$ cat src/rtl/cc_line_fill_engine_if.sv
// R-channel, miss-address FIFO and SRAM write-port signals of cc_line_fill_engine.
// master = the fill engine, slave = the surrounding memory system.
interface cc_line_fill_engine_if #(
  parameter int DATA_W     = 64,
  parameter int LINE_BYTES = 64,
  parameter int ADDR_W     = 32,
  parameter int INDEX_W    = 9
);
  localparam int OFF_W = $clog2(LINE_BYTES);
  localparam int TAG_W = ADDR_W - INDEX_W - OFF_W;

  logic [DATA_W-1:0]       mem_rdata_i;
  logic                    mem_rlast_i;
  logic                    mem_rvalid_i;
  logic                    mem_rready_o;
  logic                    miss_addr_fifo_empty_i;
  logic [ADDR_W-1:0]       miss_addr_fifo_rdata_i;
  logic                    miss_addr_fifo_rden_o;
  logic                    wren_o;
  logic [INDEX_W-1:0]      waddr_o;
  logic [TAG_W:0]          wdata_tag_o;
  logic [LINE_BYTES*8-1:0] wdata_data_o;
  logic                    fill_err_o;
  logic                    crit_valid_o;
  logic [DATA_W-1:0]       crit_data_o;

  modport master (
    input  mem_rdata_i, mem_rlast_i, mem_rvalid_i,
    input  miss_addr_fifo_empty_i, miss_addr_fifo_rdata_i,
    output mem_rready_o, miss_addr_fifo_rden_o,
    output wren_o, waddr_o, wdata_tag_o, wdata_data_o,
    output fill_err_o, crit_valid_o, crit_data_o
  );

  modport slave (
    output mem_rdata_i, mem_rlast_i, mem_rvalid_i,
    output miss_addr_fifo_empty_i, miss_addr_fifo_rdata_i,
    input  mem_rready_o, miss_addr_fifo_rden_o,
    input  wren_o, waddr_o, wdata_tag_o, wdata_data_o,
    input  fill_err_o, crit_valid_o, crit_data_o
  );
endinterface

$ cat src/rtl/cc_line_fill_engine.sv
// Cache-line fill engine: gathers R beats critical-word-first into a line, then one SRAM write.
// Optional critical-word forwarding register is built only with CC_FILL_CRIT_FWD_EN defined.
module cc_line_fill_engine #(
  parameter int DATA_W     = 64,
  parameter int LINE_BYTES = 64,
  parameter int ADDR_W     = 32,
  parameter int INDEX_W    = 9
) (
  input logic                   clk,
  input logic                   rst_n,
  cc_line_fill_engine_if.master bus
);
  localparam int BEATS  = LINE_BYTES * 8 / DATA_W;
  localparam int OFF_W  = $clog2(LINE_BYTES);
  localparam int BOFF_W = $clog2(DATA_W / 8);
  localparam int TAG_W  = ADDR_W - INDEX_W - OFF_W;
  localparam int LINE_W = LINE_BYTES * 8;
  localparam int CNT_W  = $clog2(BEATS) + 1;
  localparam int SLOT_W = (BEATS > 1) ? $clog2(BEATS) : 1;

  typedef enum logic [1:0] {IDLE, FILL, WRITE} state_e;

  state_e             state_q;
  logic [CNT_W-1:0]   cnt_q;
  logic [SLOT_W-1:0]  start_q;
  logic [INDEX_W-1:0] index_q;
  logic [TAG_W-1:0]   tag_q;
  logic               valid_q;
  logic               wren_q;
  logic               err_q;
  logic [LINE_W-1:0]  line_q;

  logic               accept;
  logic               first_beat;
  logic               fill_end;
  logic               fill_ok;
  logic [CNT_W-1:0]   beat_idx;
  logic [SLOT_W-1:0]  head_start;
  logic [SLOT_W-1:0]  start_sel;
  logic [SLOT_W-1:0]  slot;
  logic [INDEX_W-1:0] head_index;
  logic [TAG_W-1:0]   head_tag;

  assign bus.mem_rready_o = (state_q == FILL) |
                            ((state_q == IDLE) & ~bus.miss_addr_fifo_empty_i);
  assign accept           = bus.mem_rvalid_i & bus.mem_rready_o;
  assign first_beat       = accept & (state_q == IDLE);
  assign bus.miss_addr_fifo_rden_o = first_beat;

  // Field extraction via shifts keeps BEATS==1 legal (empty beat-offset field).
  assign head_start = SLOT_W'((bus.miss_addr_fifo_rdata_i >> BOFF_W) % BEATS);
  assign head_index = INDEX_W'(bus.miss_addr_fifo_rdata_i >> OFF_W);
  assign head_tag   = TAG_W'(bus.miss_addr_fifo_rdata_i >> (OFF_W + INDEX_W));

  assign beat_idx  = (state_q == IDLE) ? '0 : cnt_q;
  assign start_sel = (state_q == IDLE) ? head_start : start_q;
  assign slot      = SLOT_W'((int'(start_sel) + int'(beat_idx)) % BEATS);
  assign fill_end  = accept & ((int'(beat_idx) == BEATS - 1) | bus.mem_rlast_i);
  assign fill_ok   = (int'(beat_idx) == BEATS - 1) & bus.mem_rlast_i;

  always_ff @(posedge clk) begin
    if (!rst_n) begin
      state_q <= IDLE;
      cnt_q   <= '0;
      start_q <= '0;
      index_q <= '0;
      tag_q   <= '0;
      valid_q <= 1'b0;
      wren_q  <= 1'b0;
      err_q   <= 1'b0;
      line_q  <= '0;
    end else begin
      wren_q <= 1'b0;
      if (accept) line_q[int'(slot)*DATA_W +: DATA_W] <= bus.mem_rdata_i;
      case (state_q)
        IDLE: begin
          if (first_beat) begin
            index_q <= head_index;
            tag_q   <= head_tag;
            start_q <= head_start;
            cnt_q   <= CNT_W'(1);
            if (fill_end) begin
              state_q <= WRITE;
              wren_q  <= 1'b1;
              valid_q <= fill_ok;
              err_q   <= err_q | ~fill_ok;
            end else begin
              state_q <= FILL;
            end
          end
        end
        FILL: begin
          if (accept) begin
            cnt_q <= cnt_q + CNT_W'(1);
            if (fill_end) begin
              state_q <= WRITE;
              wren_q  <= 1'b1;
              valid_q <= fill_ok;
              err_q   <= err_q | ~fill_ok;
            end
          end
        end
        WRITE: begin
          state_q <= IDLE;
          cnt_q   <= '0;
        end
        default: state_q <= IDLE;
      endcase
    end
  end

  assign bus.wren_o       = wren_q;
  assign bus.waddr_o      = index_q;
  assign bus.wdata_tag_o  = {valid_q, tag_q};
  assign bus.wdata_data_o = line_q;
  assign bus.fill_err_o   = err_q;

`ifdef CC_FILL_CRIT_FWD_EN
  logic              crit_valid_q;
  logic [DATA_W-1:0] crit_data_q;

  always_ff @(posedge clk) begin
    if (!rst_n) begin
      crit_valid_q <= 1'b0;
      crit_data_q  <= '0;
    end else begin
      crit_valid_q <= first_beat;
      if (first_beat) crit_data_q <= bus.mem_rdata_i;
    end
  end

  assign bus.crit_valid_o = crit_valid_q;
  assign bus.crit_data_o  = crit_data_q;
`else
  assign bus.crit_valid_o = 1'b0;
  assign bus.crit_data_o  = '0;
`endif
endmodule

$ cat src/flat_wrapper.sv
// flat-port wrapper written by rule: the top's interface ports become plain ports
module cc_line_fill_engine_flat 
#(
  parameter int DATA_W     = 64,
  parameter int LINE_BYTES = 64,
  parameter int ADDR_W     = 32,
  parameter int INDEX_W    = 9
)
  (clk, rst_n, bus_mem_rdata_i, bus_mem_rlast_i, bus_mem_rvalid_i, bus_miss_addr_fifo_empty_i, bus_miss_addr_fifo_rdata_i, bus_mem_rready_o, bus_miss_addr_fifo_rden_o, bus_wren_o, bus_waddr_o, bus_wdata_tag_o, bus_wdata_data_o, bus_fill_err_o, bus_crit_valid_o, bus_crit_data_o);
  cc_line_fill_engine_if #(.DATA_W(DATA_W), .LINE_BYTES(LINE_BYTES), .ADDR_W(ADDR_W), .INDEX_W(INDEX_W)) bus_i ();
  input logic clk;
  input logic rst_n;
  input wire logic [$bits(bus_i.mem_rdata_i)-1:0] bus_mem_rdata_i;
  input wire logic [$bits(bus_i.mem_rlast_i)-1:0] bus_mem_rlast_i;
  input wire logic [$bits(bus_i.mem_rvalid_i)-1:0] bus_mem_rvalid_i;
  input wire logic [$bits(bus_i.miss_addr_fifo_empty_i)-1:0] bus_miss_addr_fifo_empty_i;
  input wire logic [$bits(bus_i.miss_addr_fifo_rdata_i)-1:0] bus_miss_addr_fifo_rdata_i;
  output wire logic [$bits(bus_i.mem_rready_o)-1:0] bus_mem_rready_o;
  output wire logic [$bits(bus_i.miss_addr_fifo_rden_o)-1:0] bus_miss_addr_fifo_rden_o;
  output wire logic [$bits(bus_i.wren_o)-1:0] bus_wren_o;
  output wire logic [$bits(bus_i.waddr_o)-1:0] bus_waddr_o;
  output wire logic [$bits(bus_i.wdata_tag_o)-1:0] bus_wdata_tag_o;
  output wire logic [$bits(bus_i.wdata_data_o)-1:0] bus_wdata_data_o;
  output wire logic [$bits(bus_i.fill_err_o)-1:0] bus_fill_err_o;
  output wire logic [$bits(bus_i.crit_valid_o)-1:0] bus_crit_valid_o;
  output wire logic [$bits(bus_i.crit_data_o)-1:0] bus_crit_data_o;
  assign bus_i.mem_rdata_i = bus_mem_rdata_i;
  assign bus_i.mem_rlast_i = bus_mem_rlast_i;
  assign bus_i.mem_rvalid_i = bus_mem_rvalid_i;
  assign bus_i.miss_addr_fifo_empty_i = bus_miss_addr_fifo_empty_i;
  assign bus_i.miss_addr_fifo_rdata_i = bus_miss_addr_fifo_rdata_i;
  assign bus_mem_rready_o = bus_i.mem_rready_o;
  assign bus_miss_addr_fifo_rden_o = bus_i.miss_addr_fifo_rden_o;
  assign bus_wren_o = bus_i.wren_o;
  assign bus_waddr_o = bus_i.waddr_o;
  assign bus_wdata_tag_o = bus_i.wdata_tag_o;
  assign bus_wdata_data_o = bus_i.wdata_data_o;
  assign bus_fill_err_o = bus_i.fill_err_o;
  assign bus_crit_valid_o = bus_i.crit_valid_o;
  assign bus_crit_data_o = bus_i.crit_data_o;
  cc_line_fill_engine #(.DATA_W(DATA_W), .LINE_BYTES(LINE_BYTES), .ADDR_W(ADDR_W), .INDEX_W(INDEX_W)) u_core (.clk(clk), .rst_n(rst_n), .bus(bus_i));
endmodule
$ cat config.mk
export PLATFORM = sky130hd
export DESIGN_NAME = cc_line_fill_engine_flat
export DESIGN_NICKNAME = d
export VERILOG_FILES = /design/src/rtl/cc_line_fill_engine_if.sv /design/src/rtl/cc_line_fill_engine.sv /design/src/flat_wrapper.sv
export SDC_FILE = /design/constraint.sdc
export NUM_CORES = 1
export LEC_CHECK = 0
export BUFFER_PORTS_ARGS = -buffer_cell sky130_fd_sc_hd__buf_2
export CAP_MARGIN = 20
export CORE_AREA = 4 4 278 280
export DETAILED_ROUTE_END_ITERATION = 7
export DIE_AREA = 0 0 282 284
export RECOVER_POWER = 25
export SYNTH_ARGS = -nofsm -noshare
export SYNTH_HDL_FRONTEND = slang
export SYNTH_SLANG_ARGS = --single-unit
$ cat constraint.sdc
create_clock -name clk -period 3.9 [get_ports clk]
set_input_delay 0.78 -clock clk [delete_from_list [all_inputs] [get_ports clk]]
set_output_delay 0.78 -clock clk [all_outputs]
set_load 0.03 [all_outputs]
# --- Word level (Yosys, flattened, before mapping) ---
# Cells that the tools add are included.
word_totals:
  input_bits: 101
  regBits: 550
classes:
  shifts: 2
  n_eq_ne: 6
  muxes: 23
  addsub: 3
  n_bitwise: 10
  reduce_logical: 7
op_table:
  columns: ["cell", "n"]
  rows:
  - ["512-bit bitwise mux", 1]
  - ["64-bit by 33-bit variable shift with 512-bit output (first input constant)", 1]
  - ["64-bit by 33-bit indexed part select with 512-bit output", 1]
  - ["9-bit negation with 33-bit output", 1]
  - ["4-bit two-way mux", 3]
  - ["4-bit case mux with 3 select lines", 1]
  - ["1-bit two-way mux", 9]
  - ["3-bit AND reduction", 3]
  - ["2-bit two-way mux", 4]
  - ["1-bit case mux with 2 select lines", 3]
  - ["1-bit AND", 5]
  - ["4-bit by 1-bit adder with 4-bit output (second input constant)", 1]
  - ["4-bit equality test (second input constant)", 1]
  - ["2-bit by 1-bit != test with 1-bit output (second input constant)", 2]
  - ["2-bit case mux with 2 select lines", 1]
  - ["3-bit adder", 1]
  - ["3-bit two-way mux", 1]
  - ["1-bit bitwise OR", 3]
  - ["3-bit nonzero test", 1]
  - ["2-bit by 1-bit equality test with 1-bit output (second input constant)", 1]
  - ["2-bit equality test (second input constant)", 1]
  - ["2-bit zero test", 1]
  - ["2-bit != test (second input constant)", 1]
  - ["1-bit inverter", 2]
  - ["other kinds (2)", 2]

# --- Longest topological paths before layout ---
logic_depth:
  depth_word: 9
  depth_mapped: 15

# --- Least setup slack after synthesis ---
# Ideal clock, no wire load.
synth_timing:
  kind: "register to register"
  from: "register u_core.state_q[1]"
  to: "register u_core.line_q[212] (netlist: u_core.bus.wdata_data_o[212])"
  path_stages_with_launch: 16
  arrival_ps: 3581
  path_slack_ps: 197
  setup_ps: 122
  required_time_ps: 3778
  path_buffers: 3
  path_cell_list: "dfxtp_1 -> inv_1 -> ha_1 -> buf_4 -> mux2_2 -> ha_1 -> fa_1 -> inv_1 -> ha_1 -> ha_1 -> or3b_1 -> or2_1 -> buf_2 -> buf_1 -> nand2_1 -> a21boi_0"
synth_between:
  elab_chain_cells: 6
  word_cells_on_any_way: 12
  classes_between: "add/sub (2); eq/ne (1); shift (2); mux (3); bitwise (3); reduce/logical (1)"
synth_lines:
  columns: ["element", "line_no", "rtl"]
  rows:
  - ["start: declaration", "cc_line_fill_engine.sv:23", "state_e state_q;"]
  - ["start signal: assignment", "cc_line_fill_engine.sv:63", "state_q <= IDLE;"]
  - ["start signal: assignment", "cc_line_fill_engine.sv:83", "state_q <= WRITE;"]
  - ["start signal: assignment", "cc_line_fill_engine.sv:88", "state_q <= FILL;"]
  - ["2-bit zero test", "cc_line_fill_engine.sv:45, cc_line_fill_engine.sv:55, cc_line_fill_engine.sv:56", null]
  - ["3-bit two-way mux or 4-bit two-way mux (tied branches)", "cc_line_fill_engine.sv:56, cc_line_fill_engine.sv:55", null]
  - ["3-bit adder", "cc_line_fill_engine.sv:57", "assign slot = SLOT_W'((int'(start_sel) + int'(beat_idx)) % BEATS);"]
  - ["9-bit negation with 33-bit output", "cc_line_fill_engine.sv:74", "if (accept) line_q[int'(slot)*DATA_W +: DATA_W] <= bus.mem_rdata_i;"]
  - ["64-bit by 33-bit indexed part select with 512-bit output or 64-bit by 33-bit variable shift with 512-bit output (tied branches)", "cc_line_fill_engine.sv:74", null]
  - ["512-bit bitwise mux", "cc_line_fill_engine.sv:74", null]
  - ["end signal: indexed assignment", "cc_line_fill_engine.sv:74", null]
  - ["end: declaration", "cc_line_fill_engine.sv:31", "logic [LINE_W-1:0] line_q;"]
# Several ways; a longest one is shown, not always the timed one.
# A chain may end at the register's enable or synchronous reset.

# --- Worst setup path after layout ---
layout_timing:
  from: "register u_core.state_q[0]"
  to: "register u_core.line_q[266] (netlist: u_core.bus.wdata_data_o[266])"
# The elaborated chain is that of the path after synthesis.

==> results.rst <==
.. list-table::
   :header-rows: 1

   * - Metric
     - Value
   * - Clock Skew
     - 0.0136 ns
   * - Post-synthesis adder-cell area fraction
     - 0.00448
   * - Gr usage total
     - 0.179
   * - Share of synthesized area occupied by flip-flops and latches
     - 0.518
   * - Clock tree from TritonCTS
     - yes
   * - Number of endpoints with negative hold slack in the final report
     - 0
   * - Die extent in x
     - 282 um
   * - Leftover overflow at the end of global routing
     - 0
   * - Number of synthesis warnings
     - 0
   * - Register-to-register setup slack
     - 0.21 ns
   * - Average instance area after synthesis
     - 9.25 sq um
   * - Site Rows
     - 100
   * - Count of mapped cells out of synthesis
     - 2296
   * - Post-route fraction of the period consumed by the critical path
     - 0.946
   * - Global placement routability congestion
     - 0.820
   * - Signal arrival time at the worst endpoint
     - 4.21 ns
   * - Final-layout worst hold slack
     - 0.428 ns
   * - Clock input transition at the sequential cells of the worst setup and hold paths
     - 0.06 ns
   * - Number of instances in the placed design
     - 3818
   * - Pleak
     - 11.4 nW
   * - Commonest non-fill, non-tap cells in the layout
     - sky130_fd_sc_hd__nand2_1 (828), sky130_fd_sc_hd__dfxtp_1 (550), sky130_fd_sc_hd__buf_2 (368)
   * - Initial antenna violation count
     - 2
   * - Simple-gate portion of the synthesized area
     - 0.175
   * - Final setup vio count
     - 0
   * - Proportion of synthesized area in mux cells
     - 0.123
   * - Post-route DRC
     - 0
   * - Number of synthesized register bits
     - 550
   * - Synth-to-Final Area Change
     - 28.0%
   * - Number of synthesized flops with an enable pin
     - 0
   * - Most frequently used flop master after synthesis
     - sky130_fd_sc_hd__dfxtp_1
   * - Detailed Route WL
     - 75700 um
   * - CP max FO
     - 7
   * - NetSw
     - 3.73 mW
   * - Kind of capture point of the worst setup path
     - flip-flop
   * - Power density over cell area
     - 496 nW/um^2
   * - Worst reg2reg path startpoint
     - u_core.state_q[0]
   * - Worst vdd ir
     - 0.325 mV
   * - Register-to-Register Path Depth
     - 14
   * - Power share of the clock group
     - 0.433
   * - Met2 capacity usage during global routing
     - 0.307
   * - Aggregate negative setup slack
     - 0 ns
   * - Min-Delay Path Class
     - input pin to flip-flop
   * - Count of unique library cells instantiated by Yosys
     - 48
   * - Netlist area before placement
     - 21200 sq um
   * - Power consumption
     - 13.5 mW
   * - DR WL/cell
     - 19.3 um
   * - Worst path required time
     - 4.42 ns
   * - Initial Utilization
     - 0.285
   * - Wire length of the first global-routing pass
     - 111000 um
   * - Share of final-layout standard cells stronger than drive strength 1
     - 0.192
   * - 1st-iter DRT viols
     - 1051
   * - Cell chosen for the clock root
     - sky130_fd_sc_hd__clkbuf_16
   * - Critical R2R Capture
     - u_core.bus.wdata_data_o[266]
   * - Global-route met3 utilization
     - 0.0397
   * - Internal portion of total power
     - 9.77 mW
   * - Gate power share
     - 0.132
   * - Final HPWL DP
     - 53700 um
   * - Worst setup path startpoint
     - u_core.state_q[0]
   * - Max cap viols
     - 0
   * - Number of buffers inserted by port buffering
     - 640
   * - Final standard cell count with taps included and fillers excluded
     - 3930
   * - Slew Viols, Final
     - 0
   * - Worst slew margin relative to its limit
     - 0.421
   * - Net Sw Frac
     - 0.276
   * - Slew @ Worst Pin
     - 0.860 ns
   * - Reg power frac
     - 0.435
   * - Kind of critical path
     - flip-flop to flip-flop
   * - Largest family of logic cells by synthesized area
     - simple AND/OR/NAND/NOR gates
   * - Largest net degree at the start of global routing
     - 93
   * - Floorplan Core Area
     - 74400 sq um
   * - Number of levels the H-tree was split into
     - 2
   * - Outcome
     - completed
   * - Vias
     - 17732
   * - Element type at the critical path start
     - flip-flop
   * - Share of the synthesized netlist area taken by xor and xnor gates
     - 0.000825
   * - Max Buffers Root-to-Sink
     - 3
   * - Number of global-route vias before repair
     - 17175
   * - Full die area
     - 80100 sq um
   * - I/O pin count
     - 709
   * - Antenna-violating nets left
     - 0
   * - CP Capture Point
     - u_core.bus.wdata_data_o[266]
   * - Post-synthesis compound-gate area fraction
     - 0.107
   * - Maximum clock rate
     - 271 MHz
   * - Met1 track utilization from global routing
     - 0.222
   * - Later-pin clock latency in the skew report
     - 0.61 ns
   * - Detailed-routing iteration count for the pre-antenna-repair pass
     - 5
   * - Cts bufs inserted
     - 60
   * - Via-per-instance ratio
     - 4.51
   * - Num Clock Sinks
     - 550
   * - Most common library cell in the layout ignoring fill and taps
     - sky130_fd_sc_hd__nand2_1
   * - Cell area after layout
     - 27200 sq um
   * - Antenna cells
     - 0
   * - Fraction of synthesis flops using an asynchronous set or reset pin
     - 0
   * - Final Net Count
     - 3022
   * - Min Tclk post-route
     - 3.69 ns
   * - Total cell area at the placement stage
     - 25400 sq um
   * - Vert. Die Dim
     - 284 um
   * - Busiest grt layer
     - met2
==> power groups by stage <==
stage          Clock [mW]  Combinational [mW]  Sequential (mW)
6_report             5.85                1.78             5.87
5_1_grt              6.22                1.91             5.89
4_1_cts              6.00                1.81             5.87
3_5_place_dp            0                1.80             5.99
3_3_place_gp            0                1.80             5.99
2_1_floorplan           0               0.826             6.30
==> worst min path at each step <==
stage	start	end	cells past startpoint
final	bus_miss_addr_fifo_rdata_i[30]	u_core.tag_q[15]	3
after global routing	bus_miss_addr_fifo_rdata_i[23]	u_core.tag_q[8]	3
after CTS	bus_miss_addr_fifo_rdata_i[14]	u_core.bus.waddr_o[8]	3
after detailed placement	u_core.bus.wdata_data_o[201]	u_core.bus.wdata_data_o[201]	2
after global placement	u_core.bus.wdata_data_o[197]	u_core.bus.wdata_data_o[197]	2
after floorplan	u_core.start_q[0]	u_core.start_q[0]	2
==> repair_timing <==
action | in CTS | in global routing
hold buffers | 0 | 0
hold endpoints to repair | 0 | 0
setup buffers | 0 | 2
gates resized for setup | 0 | 5
setup endpoints to repair | 0 | 64
==> synthesized netlist by cell type (all sizes together), types with 4 or more instances <==
master,instances,area share
nor2b,7,0.0022
nand2,828,0.15
dfxtp,550,0.52
nor2,8,0.0015
nor4,4,0.0025
buf,134,0.053
mux2i,258,0.12
a21boi,288,0.10
ha,6,0.0035
o21ai,6,0.0014
clkbuf,96,0.017
inv,7,0.0012
nand3,69,0.016
==> cells by family (layout without fill, tap and decap cells) <==
group | count (synthesis) | count (layout)
simple gates | 934 | 934
flops | 550 | 550
compound gates | 305 | 305
mux | 260 | 260
buf+inv | 237 | 838
fa+ha+maj | 7 | 7
xor+xnor | 2 | 2
other cells | 1 | 65
==> stage by stage <==
| stage | worst slack, ns | utilization |
|---|---|---|
| finish | 0.211 | 0.365 |
| global route | -0.00646 | 0.365 |
| CTS | 0.150 | 0.369 |
| detailed placement | -0.0438 | 0.342 |
| global placement | -0.0313 | 0.342 |
| floorplan | 0.197 | - |
==> registers in the layout, indices dropped and copies added (netlist names) <==
| signal | flops |
|---|---|
| u_core.start_q | 3 |
| u_core.tag_q | 17 |
| u_core.bus.wdata_data_o | 512 |
| u_core.bus.waddr_o | 9 |
| u_core.cnt_q | 4 |
| u_core.bus.wren_o | 1 |
| u_core.bus.fill_err_o | 1 |
| u_core.state_q | 2 |
| u_core.valid_q | 1 |
==> critical path: stages (launching register included) <==
cell	delay (ns)
sky130_fd_sc_hd__dfxtp_1	0.38
sky130_fd_sc_hd__inv_1	0.07
sky130_fd_sc_hd__ha_1	0.24
sky130_fd_sc_hd__mux2_2	0.29
sky130_fd_sc_hd__ha_1	0.20
sky130_fd_sc_hd__fa_1	0.55
sky130_fd_sc_hd__inv_1	0.05
sky130_fd_sc_hd__ha_1	0.19
sky130_fd_sc_hd__ha_1	0.29
sky130_fd_sc_hd__or3b_4	0.42
sky130_fd_sc_hd__nor4_4	0.17
sky130_fd_sc_hd__buf_4	0.16
sky130_fd_sc_hd__clkbuf_16	0.21
sky130_fd_sc_hd__buf_4	0.19
sky130_fd_sc_hd__mux2i_1	0.20
==> metal layers <==
layer,vias to the layer above,part of all wire
li1,8627,-
met2,556,0.48
met3,128,0.065
met5,-,0
met1,8421,0.42
met4,0,0.030
==> cell type report <==
type,count,area [sq um]
flip-flops and latches,550,11000
repair buffers,722,3880
inverters,7,26.3
fillers,7775,47300
multi-input cells,1573,9020
well taps,969,1210
clock buffers,85,1770
clock inverters,24,269
No activity file was read; power rests on OpenSTA's default activity.
